==> src/rtl/led_pkg.sv <==
// Shared definitions for the multi-channel LED blinker: channel modes and
// the prescaler divide-ratio helper.
package led_pkg;

  typedef enum logic [1:0] {
    MODE_OFF     = 2'd0,
    MODE_ON      = 2'd1,
    MODE_BLINK   = 2'd2,
    MODE_ONESHOT = 2'd3
  } mode_e;

  function automatic int calc_div(input int clk_hz, input int tick_hz);
    return clk_hz / tick_hz;
  endfunction

endpackage

==> src/rtl/led_channel.sv <==
// One LED channel: latches mode/period on a write and counts time-base ticks
// to drive a steady, blinking or one-shot LED.
module led_channel
  import led_pkg::*;
#(
  parameter int PER_W      = 16,
  parameter int RST_PERIOD = 500
) (
  input  logic             gclk,
  input  logic             grst_n,
  input  logic             tick_i,
  input  logic             we_i,
  input  logic [1:0]       mode_i,
  input  logic [PER_W-1:0] period_i,
  output logic             led_o,
  output logic             busy_o
);

  mode_e            mode_q, mode_d;
  logic [PER_W-1:0] per_q, per_d;
  logic [PER_W-1:0] cnt_q, cnt_d;
  logic             led_q, led_d;
  logic             last;

  assign last = (cnt_q == per_q - 1'b1);

  always_comb begin
    mode_d = mode_q;
    per_d  = per_q;
    cnt_d  = cnt_q;
    led_d  = led_q;
    // A write takes priority over a coincident tick, which is then dropped.
    if (we_i) begin
      mode_d = mode_e'(mode_i);
      per_d  = (period_i == '0) ? PER_W'(1) : period_i;
      cnt_d  = '0;
      led_d  = (mode_e'(mode_i) != MODE_OFF);
    end else begin
      unique case (mode_q)
        MODE_OFF: begin
          led_d = 1'b0;
          cnt_d = '0;
        end
        MODE_ON: begin
          led_d = 1'b1;
          cnt_d = '0;
        end
        MODE_BLINK: if (tick_i) begin
          if (last) begin
            led_d = ~led_q;
            cnt_d = '0;
          end else begin
            cnt_d = cnt_q + 1'b1;
          end
        end
        MODE_ONESHOT: if (tick_i) begin
          if (last) begin
            led_d  = 1'b0;
            cnt_d  = '0;
            mode_d = MODE_OFF;
          end else begin
            cnt_d = cnt_q + 1'b1;
          end
        end
        default: ;
      endcase
    end
  end

  always_ff @(posedge gclk or negedge grst_n) begin
    if (!grst_n) begin
      mode_q <= MODE_OFF;
      per_q  <= PER_W'(RST_PERIOD);
      cnt_q  <= '0;
      led_q  <= 1'b0;
    end else begin
      mode_q <= mode_d;
      per_q  <= per_d;
      cnt_q  <= cnt_d;
      led_q  <= led_d;
    end
  end

  assign led_o  = led_q;
  assign busy_o = (mode_q == MODE_ONESHOT);

endmodule

==> src/rtl/led_blinker_multi.sv <==
// Board-level multi-channel LED driver: free-running prescaler producing a
// slow tick, a config write decoder and N_CH independent LED channels.
module led_blinker_multi
  import led_pkg::*;
#(
  parameter int CLK_HZ     = 50000000,
  parameter int TICK_HZ    = 1000,
  parameter int N_CH       = 4,
  parameter int PER_W      = 16,
  parameter int RST_PERIOD = 500
) (
  input  logic             CLOCK_50,
  input  logic             RESET_N,
  input  logic             cfg_we,
  input  logic [3:0]       cfg_ch,
  input  logic [1:0]       cfg_mode,
  input  logic [PER_W-1:0] cfg_period,
  output logic [N_CH-1:0]  LED,
  output logic [N_CH-1:0]  busy,
  output logic             tick
);

  localparam int DIV   = calc_div(CLK_HZ, TICK_HZ);
  localparam int PRE_W = (DIV > 1) ? $clog2(DIV) : 1;

  if (DIV < 2 || (CLK_HZ % TICK_HZ) != 0 || N_CH < 1 || N_CH > 16) begin : g_param_chk
    $error("led_blinker_multi: CLK_HZ/TICK_HZ must be an integer >= 2 and N_CH in 1..16");
  end

  logic [PRE_W-1:0] pre_q, pre_d;

  assign tick  = (pre_q == PRE_W'(DIV - 1));
  assign pre_d = tick ? '0 : pre_q + 1'b1;

  always_ff @(posedge CLOCK_50 or negedge RESET_N) begin
    if (!RESET_N) pre_q <= '0;
    else          pre_q <= pre_d;
  end

  logic [N_CH-1:0] we_ch;

  for (genvar i = 0; i < N_CH; i++) begin : g_ch
    assign we_ch[i] = cfg_we && (cfg_ch == 4'(i));

    led_channel #(
      .PER_W      (PER_W),
      .RST_PERIOD (RST_PERIOD)
    ) u_ch (
      .gclk     (CLOCK_50),
      .grst_n   (RESET_N),
      .tick_i   (tick),
      .we_i     (we_ch[i]),
      .mode_i   (cfg_mode),
      .period_i (cfg_period),
      .led_o    (LED[i]),
      .busy_o   (busy[i])
    );
  end

endmodule

==> config.mk <==
export PLATFORM = sky130hd
export DESIGN_NAME = led_blinker_multi
export DESIGN_NICKNAME = d
export VERILOG_FILES = /design/src/rtl/led_pkg.sv /design/src/rtl/led_channel.sv /design/src/rtl/led_blinker_multi.sv
export SDC_FILE = /design/constraint.sdc
export NUM_CORES = 1
export LEC_CHECK = 0
export ABC_AREA = 0
export CAP_MARGIN = 25
export CORE_ASPECT_RATIO = 2
export CORE_MARGIN = 4
export CORE_UTILIZATION = 30
export DETAILED_ROUTE_END_ITERATION = 6
export SKIP_CTS_REPAIR_TIMING = 1
export SLEW_MARGIN = 25
export SYNTH_ARGS = -nofsm -noshare
export SYNTH_HDL_FRONTEND = slang
export SYNTH_SLANG_ARGS = --single-unit
==> constraint.sdc <==
create_clock -name CLOCK_50 -period 3.33 [get_ports CLOCK_50]
set_input_delay 0.999 -clock CLOCK_50 [delete_from_list [all_inputs] [get_ports CLOCK_50]]
set_output_delay 0.999 -clock CLOCK_50 [all_outputs]
set_load 0.005 [all_outputs]
### Word-level counts from Yosys, hierarchy flattened

Index checks and enable logic that the tools add are counted.

| word-level totals | value |
|---|---|
| bits in registers | 156 |
| word-level logic and storage cells | 167 |

| cells by class | value |
|---|---|
| $add $sub $neg | 9 |
| equal/unequal tests | 40 |
| multiplexer cells | 58 |
| bitwise operators | 4 |
| reduce and logical (&&, ||, !) cells | 39 |

Operators with widths:

| operator | count |
|---|---|
| 16-bit 2-to-1 mux | 14 |
| 16-bit one-hot mux with 2 select lines | 4 |
| 16-bit by 1-bit adder with 16-bit output (second input constant) | 5 |
| 16-bit == test | 4 |
| 16-bit by 1-bit subtractor with 16-bit output (second input constant) | 4 |
| 3-bit by 2-bit inequality test with 1-bit output (second input constant) | 12 |
| 2-bit 2-to-1 mux | 16 |
| 2-bit nonzero test | 13 |
| 3-bit by 1-bit inequality test with 1-bit output (second input constant) | 8 |
| 1-bit 2-to-1 mux | 20 |
| 16-bit == test (second input constant) | 1 |
| 2-bit == test (second input constant) | 8 |
| 16-bit zero test | 1 |
| 1-bit one-hot mux with 4 select lines | 4 |
| 4-bit AND reduction | 4 |
| 2-bit OR reduction | 8 |
| 3-bit AND reduction | 4 |
| 2-bit by 1-bit == test with 1-bit output (second input constant) | 4 |
| 4-bit by 2-bit == test with 1-bit output (second input constant) | 2 |
| 2-bit zero test | 4 |
| 4-bit by 1-bit == test with 1-bit output (second input constant) | 1 |
| 1-bit logical AND | 4 |
| 4-bit zero test | 1 |
| 1-bit inverter | 4 |

### Longest topological paths before layout

Gate-level depths: netlist of run 1.

| depth | value |
|---|---|
| depth after elaboration | 6 |
| depth in mapped cells | 13 |
| gate-level depth less buffers | 10 |

### By module

From an unflattened synthesis of run 1, not the netlist that was laid out.

| unflattened totals | value |
|---|---|
| cell total of the unflattened synthesis | 1027 |
| area, all modules | 9972.1 sq um |

By module, submodules not included:

| module | times used | cells an instance | area an instance (sq um) | seq. area each (sq um) |
|---|---|---|---|---|
| led_channel | 4 | 238 | 2294.7 | 883.3 |
| led_blinker_multi | 1 | 75 | 793.3 | 400.4 |

### Worst setup path before layout of run 1

OpenSTA, ideal clock, no wires.

| path | value |
|---|---|
| kind | register to register |
| from | register g_ch[2].u_ch.per_q[0] |
| to | register g_ch[2].u_ch.cnt_q[12] |
| library setup time | 0.119 ns |
| arrival | 2.890 ns |
| required time | 3.211 ns |
| path slack | 0.321 ns |
| cell stages (with the launch flop) | 13 |
| buffers on the path | 2 |
| clock period less this slack | 3.009 ns |
| path through | dfrtp_1 > inv_1 > ha_1 > or4b_4 > or3_1 > xnor2_1 > o31ai_1 > a31oi_1 > or4b_1 > buf_4 > o21ai_4 > buf_6 > nor2_1 |

| between the ends | value |
|---|---|
| cells in the longest elaborated chain, start to end | 6 |

RTL lines:

| what | RTL line | source |
|---|---|---|
| start, declared | led_channel.sv:20 | `logic [PER_W-1:0] per_q, per_d;` |
| start signal, assigned | led_channel.sv:73 | `per_q <= PER_W'(RST_PERIOD);` |
| start signal, assigned | led_channel.sv:78 | `per_q <= per_d;` |
| 16-bit by 1-bit subtractor with 16-bit output | led_channel.sv:25 | `assign last = (cnt_q == per_q - 1'b1);` |
| 16-bit == test | led_channel.sv:25 |  |
| 16-bit 2-to-1 mux | led_channel.sv:49, led_channel.sv:57 |  |
| 16-bit 2-to-1 mux | led_channel.sv:56 | `MODE_ONESHOT: if (tick_i) begin` |
| 16-bit one-hot mux with 2 select lines | led_channel.sv:39 | `unique case (mode_q)` |
| 16-bit 2-to-1 mux | led_channel.sv:33 | `if (we_i) begin` |
| end signal, assigned | led_channel.sv:79 | `cnt_q <= cnt_d;` |
| end, declared | led_channel.sv:21 | `logic [PER_W-1:0] cnt_q, cnt_d;` |

No other way between the ends. The select of a mux whose other input is x is not followed.
A chain may end at the register's enable or synchronous reset.

### Worst setup path after layout of run 1

| path | value |
|---|---|
| from | register g_ch[2].u_ch.per_q[0] |
| to | register g_ch[2].u_ch.cnt_q[6] |

The elaborated chain is that of the path after synthesis.

==> results.json, run 1 <==
{
  "grt_max_degree": 55,
  "cts_tree": "built",
  "hold_viol": 0,
  "drc": 0,
  "min_path_type": "reg2reg",
  "status": "finished, final reports clean",
  "dp_cells": 1527,
  "numCtsBuffers": 17,
  "ir_drop_uv": 411,
  "portBuffers": 33,
  "clk_pin_slew_worst_paths_ns": 0.06,
  "synth-edff-count": 0,
  "critPathLaunchType": "flop",
  "antenna_found_initial": 0,
  "grt_pass1_vias": 8200,
  "layout-drive-gt1-share_pct": 15.6,
  "layoutNonFillerInstCount": 1559,
  "syn_area_sq_um": 9690,
  "yosysSeqAreaShare_pct": 40.6,
  "path_class": "reg2reg",
  "relSlewSlack_pct": 53.2,
  "rsz0062_at_grt": "false",
  "drv_cap": 0,
  "crit_required_ns": 3.66,
  "gp_congestion": 0.904,
  "final_area_sq_um": 11400,
  "drt_iter0_drc": 431,
  "htree_num_levels": 4,
  "clkLatencyLatePin_ns": 0.44,
  "p_total_uw": 6110,
  "reg2reg_depth": 11,
  "routedWlPerCell_um": 17.1,
  "synthFlopType": "dfrtp_1",
  "ant_nets": 0,
  "slew_viol_final": 0,
  "final-setup-viol-count": 0,
  "dpl.hpwl_um": 20300,
  "nets": 1169,
  "hold_path_depth": 1,
  "cts_sinks": 156,
  "cts_buffer_depth": 2,
  "fp.dieArea_sq_um": 35400,
  "grt_usage_pct": 15.6,
  "power_density_nw_per_um2": 538,
  "core_sq_um": 31700,
  "wl_um": 26600,
  "finalCritPeriodShare_pct": 94.7,
  "root_buffer": "clkbuf_16",
  "leakage_uw": 0.00469,
  "yosysWarnings": 0,
  "tightest_slew_ns": 0.693,
  "std_cell_rows": 92,
  "synthCells": 1064,
  "final_util_pct": 35.9,
  "fin_crit_ns": 3.15,
  "place_area_sq_um": 10700,
  "viasPerCell": 5.09,
  "syn-num-nets": 1110,
  "grt_overflow_total": 0,
  "avgSynthCellArea_sq_um": 9.11,
  "synth.distinct_cells": 75,
  "fmax_ghz": 0.317,
  "syn2layout_area_growth_pct": 17.1,
  "grt_pass1_wl_um": 43300,
  "ys_ff_latch": 156,
  "die_h_um": 262,
  "synthArstFlopShare_pct": 100,
  "critPathArrivalTime_ns": 3.49,
  "initial_core_util_pct": 30.6,
  "skew_ns": 0.00810,
  "worstPathMaxFanout": 11,
  "ios": 34,
  "vias": 7940,
  "fp.dieW_um": 135,
  "dr.pass1.iters": 5,
  "diodes": 0,
  "worstSetupEndpointType": "flop"
}
cells in the final DEF, fill, tap and decap left out, drive strengths merged, types with 7 or more instances in the layout:
master | netlist | layout
nor2 | 99 | 99
clkdlybuf4s50 | 0 | 32
o22ai | 8 | 8
buf | 20 | 58
a31oi | 24 | 24
and2 | 10 | 10
a21oi | 28 | 28
inv | 42 | 45
xnor2 | 58 | 58
and3 | 15 | 15
nand3b | 7 | 7
mux2 | 44 | 44
nor3 | 38 | 38
nand2 | 115 | 115
nand2b | 16 | 16
nand4 | 24 | 24
nor2b | 17 | 17
clkbuf | 30 | 21
mux2i | 15 | 15
ha | 21 | 21
or3 | 12 | 12
dfstp | 24 | 24
nand3 | 68 | 68
dfrtp | 132 | 132
o21ai | 32 | 32
xor2 | 68 | 68
nor4 | 25 | 25
flip-flops by register name, summed over array words and instances (netlist names):
name / cells
g_ch.u_ch.mode_q: 8
g_ch.u_ch.cnt_q: 64
g_ch.u_ch.led_o: 4
g_ch.u_ch.per_q: 64
pre_q: 16
metal layers:
layer | vias up | global-route usage [%] | part of all wire (%)
met2 | 126 | 30.6 | 57
met5 | - | 0 | 0
met1 | 3905 | 15.5 | 36
li1 | 3859 | - | -
met3 | 50 | 2.68 | 2.8
met4 | 0 | 7.65 | 4.2
worst paths after layout:
path | endpoint | slack, ns | from
setup / recovery | g_ch[2].u_ch.cnt_q[6]$_DFFE_PN0P_ | 0.18 | g_ch[2].u_ch.per_q[0]$_DFFE_PN0P_
hold / removal | pre_q[0]$_DFF_PN0_ | 0.46 | pre_q[0]$_DFF_PN0_
setup reg to reg | g_ch[2].u_ch.cnt_q[6]$_DFFE_PN0P_ | 0.18 | g_ch[2].u_ch.per_q[0]$_DFFE_PN0P_
hold reg to reg | pre_q[0]$_DFF_PN0_ | 0.46 | pre_q[0]$_DFF_PN0_
max in group asynchronous | g_ch[0].u_ch.per_q[2]$_DFFE_PN1P_ | 2.06 | RESET_N
min in group asynchronous | g_ch[1].u_ch.cnt_q[11]$_DFFE_PN0P_ | 0.50 | RESET_N
layout make-up:
| cell class | count | area, sq um |
|---|---|---|
| fill | 3190 | 20300 |
| clock inverter | 11 | 133 |
| inverter | 43 | 161 |
| timing repair buffer | 90 | 776 |
| multi-input combinational | 815 | 5350 |
| clock buffer | 21 | 470 |
| tap | 423 | 529 |
| sequential | 156 | 3930 |
metrics by stage:
step / worst slack (ns) / TNS [ns] / hold WS [ns]
floorplan: 0.321 / 0 / 0.425
global placement: -0.115 / -0.451 / 0.461
detailed placement: -0.0420 / -0.0420 / 0.456
CTS: 0.0801 / 0 / 0.465
global route: 0.00339 / 0 / 0.494
finish: 0.176 / 0 / 0.456
cells in the mapped netlist (all sizes together), types with 10 or more instances:
master	instances	share of area (%)
a31oi	24	1.5
ha	21	2.7
nand2	115	4.5
nand2b	16	1.0
dfrtp	132	34
and3	15	0.97
o21ai	32	1.9
nor2b	17	1.1
nor4	25	2.2
and2	10	0.65
mux2i	15	1.5
buf	20	1.4
xor2	68	6.1
nand3	68	3.5
nor3	38	2.0
mux2	44	5.1
nor2	99	3.9
a21oi	28	1.4
dfstp	24	6.5
clkbuf	30	1.2
xnor2	58	5.2
or3	12	0.77
nand4	24	1.6
inv	42	1.6
power breakdown:
part           switching, uW  leakage [uW]  internal [uW]
combinational            828       0.00240            740
clock                    854      0.000291           1170
sequential               346       0.00200           2170
worst max-delay path, cell delays in order, from the launching register on:
cell and delay, ns:
dfrtp_1 0.43, inv_1 0.08, ha_1 0.20, or4b_4 0.52, or3_1 0.36, xnor2_1 0.14, o31ai_1 0.23, a31oi_1 0.12
or4b_4 0.57, o21ai_4 0.17, buf_6 0.17, nor2_1 0.06
logic make-up (layout without fill, tap and decap cells):
group	after synthesis	count (layout)	share of synthesized area, %
buf+inv	93	165	4.27
flops	156	156	40.6
compound gates	136	136	9.24
mux	59	59	6.66
fa+ha+maj	22	22	2.81
xor+xnor	126	126	11.4
simple gates	472	472	25.0
(Power assumes the default switching activity.)
==> run 2: changes to the inputs <==
--- a/config.mk
+++ b/config.mk
@@ -6,13 +6,16 @@
 export NUM_CORES = 1
 export LEC_CHECK = 0
 export ABC_AREA = 0
+export ABC_CLOCK_PERIOD_IN_PS = 3330
 export CAP_MARGIN = 25
 export CORE_ASPECT_RATIO = 2
 export CORE_MARGIN = 4
 export CORE_UTILIZATION = 30
 export DETAILED_ROUTE_END_ITERATION = 6
+export HOLD_SLACK_MARGIN = 0.12
 export SKIP_CTS_REPAIR_TIMING = 1
 export SLEW_MARGIN = 25
 export SYNTH_ARGS = -nofsm -noshare
 export SYNTH_HDL_FRONTEND = slang
 export SYNTH_SLANG_ARGS = --single-unit
+export TNS_END_PERCENT = 30
==> results of run 2 <==
Same layout as run 1: the final DEF is identical, and so are final timing and power.
==> run 3: changes to the inputs <==
--- a/config.mk
+++ b/config.mk
@@ -12,6 +12,7 @@
 export CORE_MARGIN = 4
 export CORE_UTILIZATION = 30
 export DETAILED_ROUTE_END_ITERATION = 6
+export GPL_ROUTABILITY_DRIVEN = 0
 export HOLD_SLACK_MARGIN = 0.12
 export SKIP_CTS_REPAIR_TIMING = 1
 export SLEW_MARGIN = 25
==> constraint.sdc (replaced) <==
create_clock -name CLOCK_50 -period 3.33 [get_ports CLOCK_50]
set_input_delay 0.666 -clock CLOCK_50 [delete_from_list [all_inputs] [get_ports CLOCK_50]]
set_output_delay 0.666 -clock CLOCK_50 [all_outputs]
set_load 0.005 [all_outputs]
==> run 3 against run 2 <==
Effect of this change: flip-flop and latch count unchanged; fmax down 0.85%; sequential share of layout area up 0.54 points; first-iteration DRC count up 0.93%; total power down 3.0%; sequential power about the same; clock skew up 0.0037 ns; clock power down 8%; die area unchanged; critical path type unchanged; critical endpoint is now g_ch[2].u_ch.mode_q[1]$_DFFE_PN0P_; highest routed layer unchanged.
==> results.json, run 3 (synthesis results as in run 1) <==
{
  "fin_ws_ns": 0.149,
  "relSlewSlack_pct": 50.9,
  "swShare_pct": 33.2,
  "path_class": "reg2reg",
  "critPathLaunchType": "flop",
  "p_comb_share_pct": 25.9,
  "die_h_um": 262,
  "fp.dieArea_sq_um": 35400,
  "fin_crit_ns": 3.18,
  "critPathArrivalTime_ns": 3.47,
  "power_density_nw_per_um2": 530,
  "portBuffers": 33,
  "core_sq_um": 31700,
  "antenna_found_initial": 0,
  "crit_required_ns": 3.62,
  "cts_sinks": 156,
  "numCtsBuffers": 17,
  "min_path_type": "in2async",
  "grt_overflow_total": 0,
  "wl_um": 25900,
  "worstPathMaxFanout": 8,
  "grt_pass1_wl_um": 42000,
  "grtUsageMet3_pct": 2.89,
  "drv_cap": 0,
  "grt_max_degree": 70,
  "intPower_uw": 3960,
  "htree_num_levels": 4,
  "top_usage_layer": "met2",
  "grt_usage_pct": 15.1,
  "tightest_slew_ns": 0.737,
  "worstSetupEndpointType": "flop",
  "cts_buffer_depth": 2,
  "syn2layout_area_growth_pct": 15.4,
  "vias": 7843,
  "fp.dieW_um": 135,
  "hold_viol": 0,
  "diodes": 0,
  "final-setup-viol-count": 0,
  "std_cell_rows": 92,
  "rsz0062_at_grt": "false",
  "ant_nets": 0,
  "dr.pass1.iters": 5,
  "cts_tree": "built",
  "crit_start": "g_ch[2].u_ch.per_q[0]$_DFFE_PN0P_",
  "drt_iter0_drc": 435,
  "pre_cts_ws_ns": 0.111,
  "clk_pin_slew_worst_paths_ns": 0.07,
  "finalCritPeriodShare_pct": 95.5,
  "clkLatencyLatePin_ns": 0.44,
  "final_cell_mix": "dfrtp_1 (131), nand2_1 (115), nor2_1 (98)",
  "ios": 34,
  "leakage_uw": 0.00456,
  "met2_usage_pct": 28.4,
  "fillers": 3178,
  "place_area_sq_um": 10600,
  "pwr-share-seq_pct": 42.5,
  "final_area_sq_um": 11200,
  "nets": 1153,
  "layout-drive-gt1-share_pct": 14.2,
  "dpl.hpwl_um": 20000,
  "routedWlPerCell_um": 16.8,
  "p_switching_uw": 1970,
  "fmax_ghz": 0.314,
  "skew_ns": 0.0118,
  "layout_commonest_cell": "dfrtp_1",
  "ir_drop_uv": 345,
  "reg2reg_depth": 11,
  "grtUsageMet1_pct": 15.1,
  "viasPerCell": 5.08,
  "pwr-share-clk_pct": 31.6,
  "top_regs": "g_ch.u_ch.cnt_q (64), g_ch.u_ch.per_q (64), pre_q (16)",
  "grt_pass1_vias": 8074,
  "initial_core_util_pct": 30.6,
  "drc": 0,
  "r2r_start": "g_ch[2].u_ch.per_q[0]$_DFFE_PN0P_",
  "slew_viol_final": 0,
  "totalNegativeSetupSlack_ns": 0,
  "status": "finished, final reports clean",
  "root_buffer": "clkbuf_16"
}
==> run 3: metal layers <==
layer	vias to the layer above	routed length [um]
met2	161	14100
met4	0	1540
met3	75	825
met1	3805	9430
li1	3802	-
met5	-	0
==> run 3: layout make-up <==
cell class	count	area (sq um)	share of cell area (%)
repair buffers	74	652	5.83
well taps	423	529	4.73
clock buffers	22	464	4.15
flip-flops and latches	156	3940	35.2
clock inverters	10	93.8	0.839
inverters	43	161	1.44
multi-input cells	815	5350	47.8
==> run 3: worst paths after layout <==
kind | slack (ns) | to
max in group asynchronous | 2.18 | g_ch[2].u_ch.per_q[6]$_DFFE_PN1P_
max reg2reg | 0.15 | g_ch[2].u_ch.mode_q[1]$_DFFE_PN0P_
min reg2reg | 0.46 | pre_q[0]$_DFF_PN0_
max | 0.15 | g_ch[2].u_ch.mode_q[1]$_DFFE_PN0P_
min | 0.20 | g_ch[1].u_ch.per_q[12]$_DFFE_PN0P_
min in group CLOCK_50 | 0.46 | pre_q[0]$_DFF_PN0_
==> run 3: power by group through the flow <==
stage	clock, uW	combinational (uW)	sequential (uW)
floorplan	0	1170	2400
global placement	0	1500	2540
detailed placement	0	1530	2550
CTS	1920	1540	2520
global route	2020	1710	2560
finish	1870	1530	2520
==> run 3: metrics by stage <==
stage          utilization (%)  std cells  total power, uW  hold slack, ns
3_3_place_gp              33.5       1510             4040           0.439
4_1_cts                   35.3       1542             5980           0.255
6_report                  35.3       1543             5930           0.199
2_1_floorplan                -       1064             3580           0.370
5_1_grt                   35.3       1543             6290           0.238
3_5_place_dp              33.5       1510             4080           0.453
==> run 3: worst max-delay path, stage by stage, from the launching register on <==
cell,delay (ns)
dfrtp_2,0.43
inv_1,0.07
ha_1,0.20
or4b_4,0.51
or3_1,0.36
xnor2_1,0.15
o31ai_1,0.21
a31oi_1,0.12
or4b_4,0.57
buf_4,0.19
nor2_1,0.12
a31oi_1,0.10
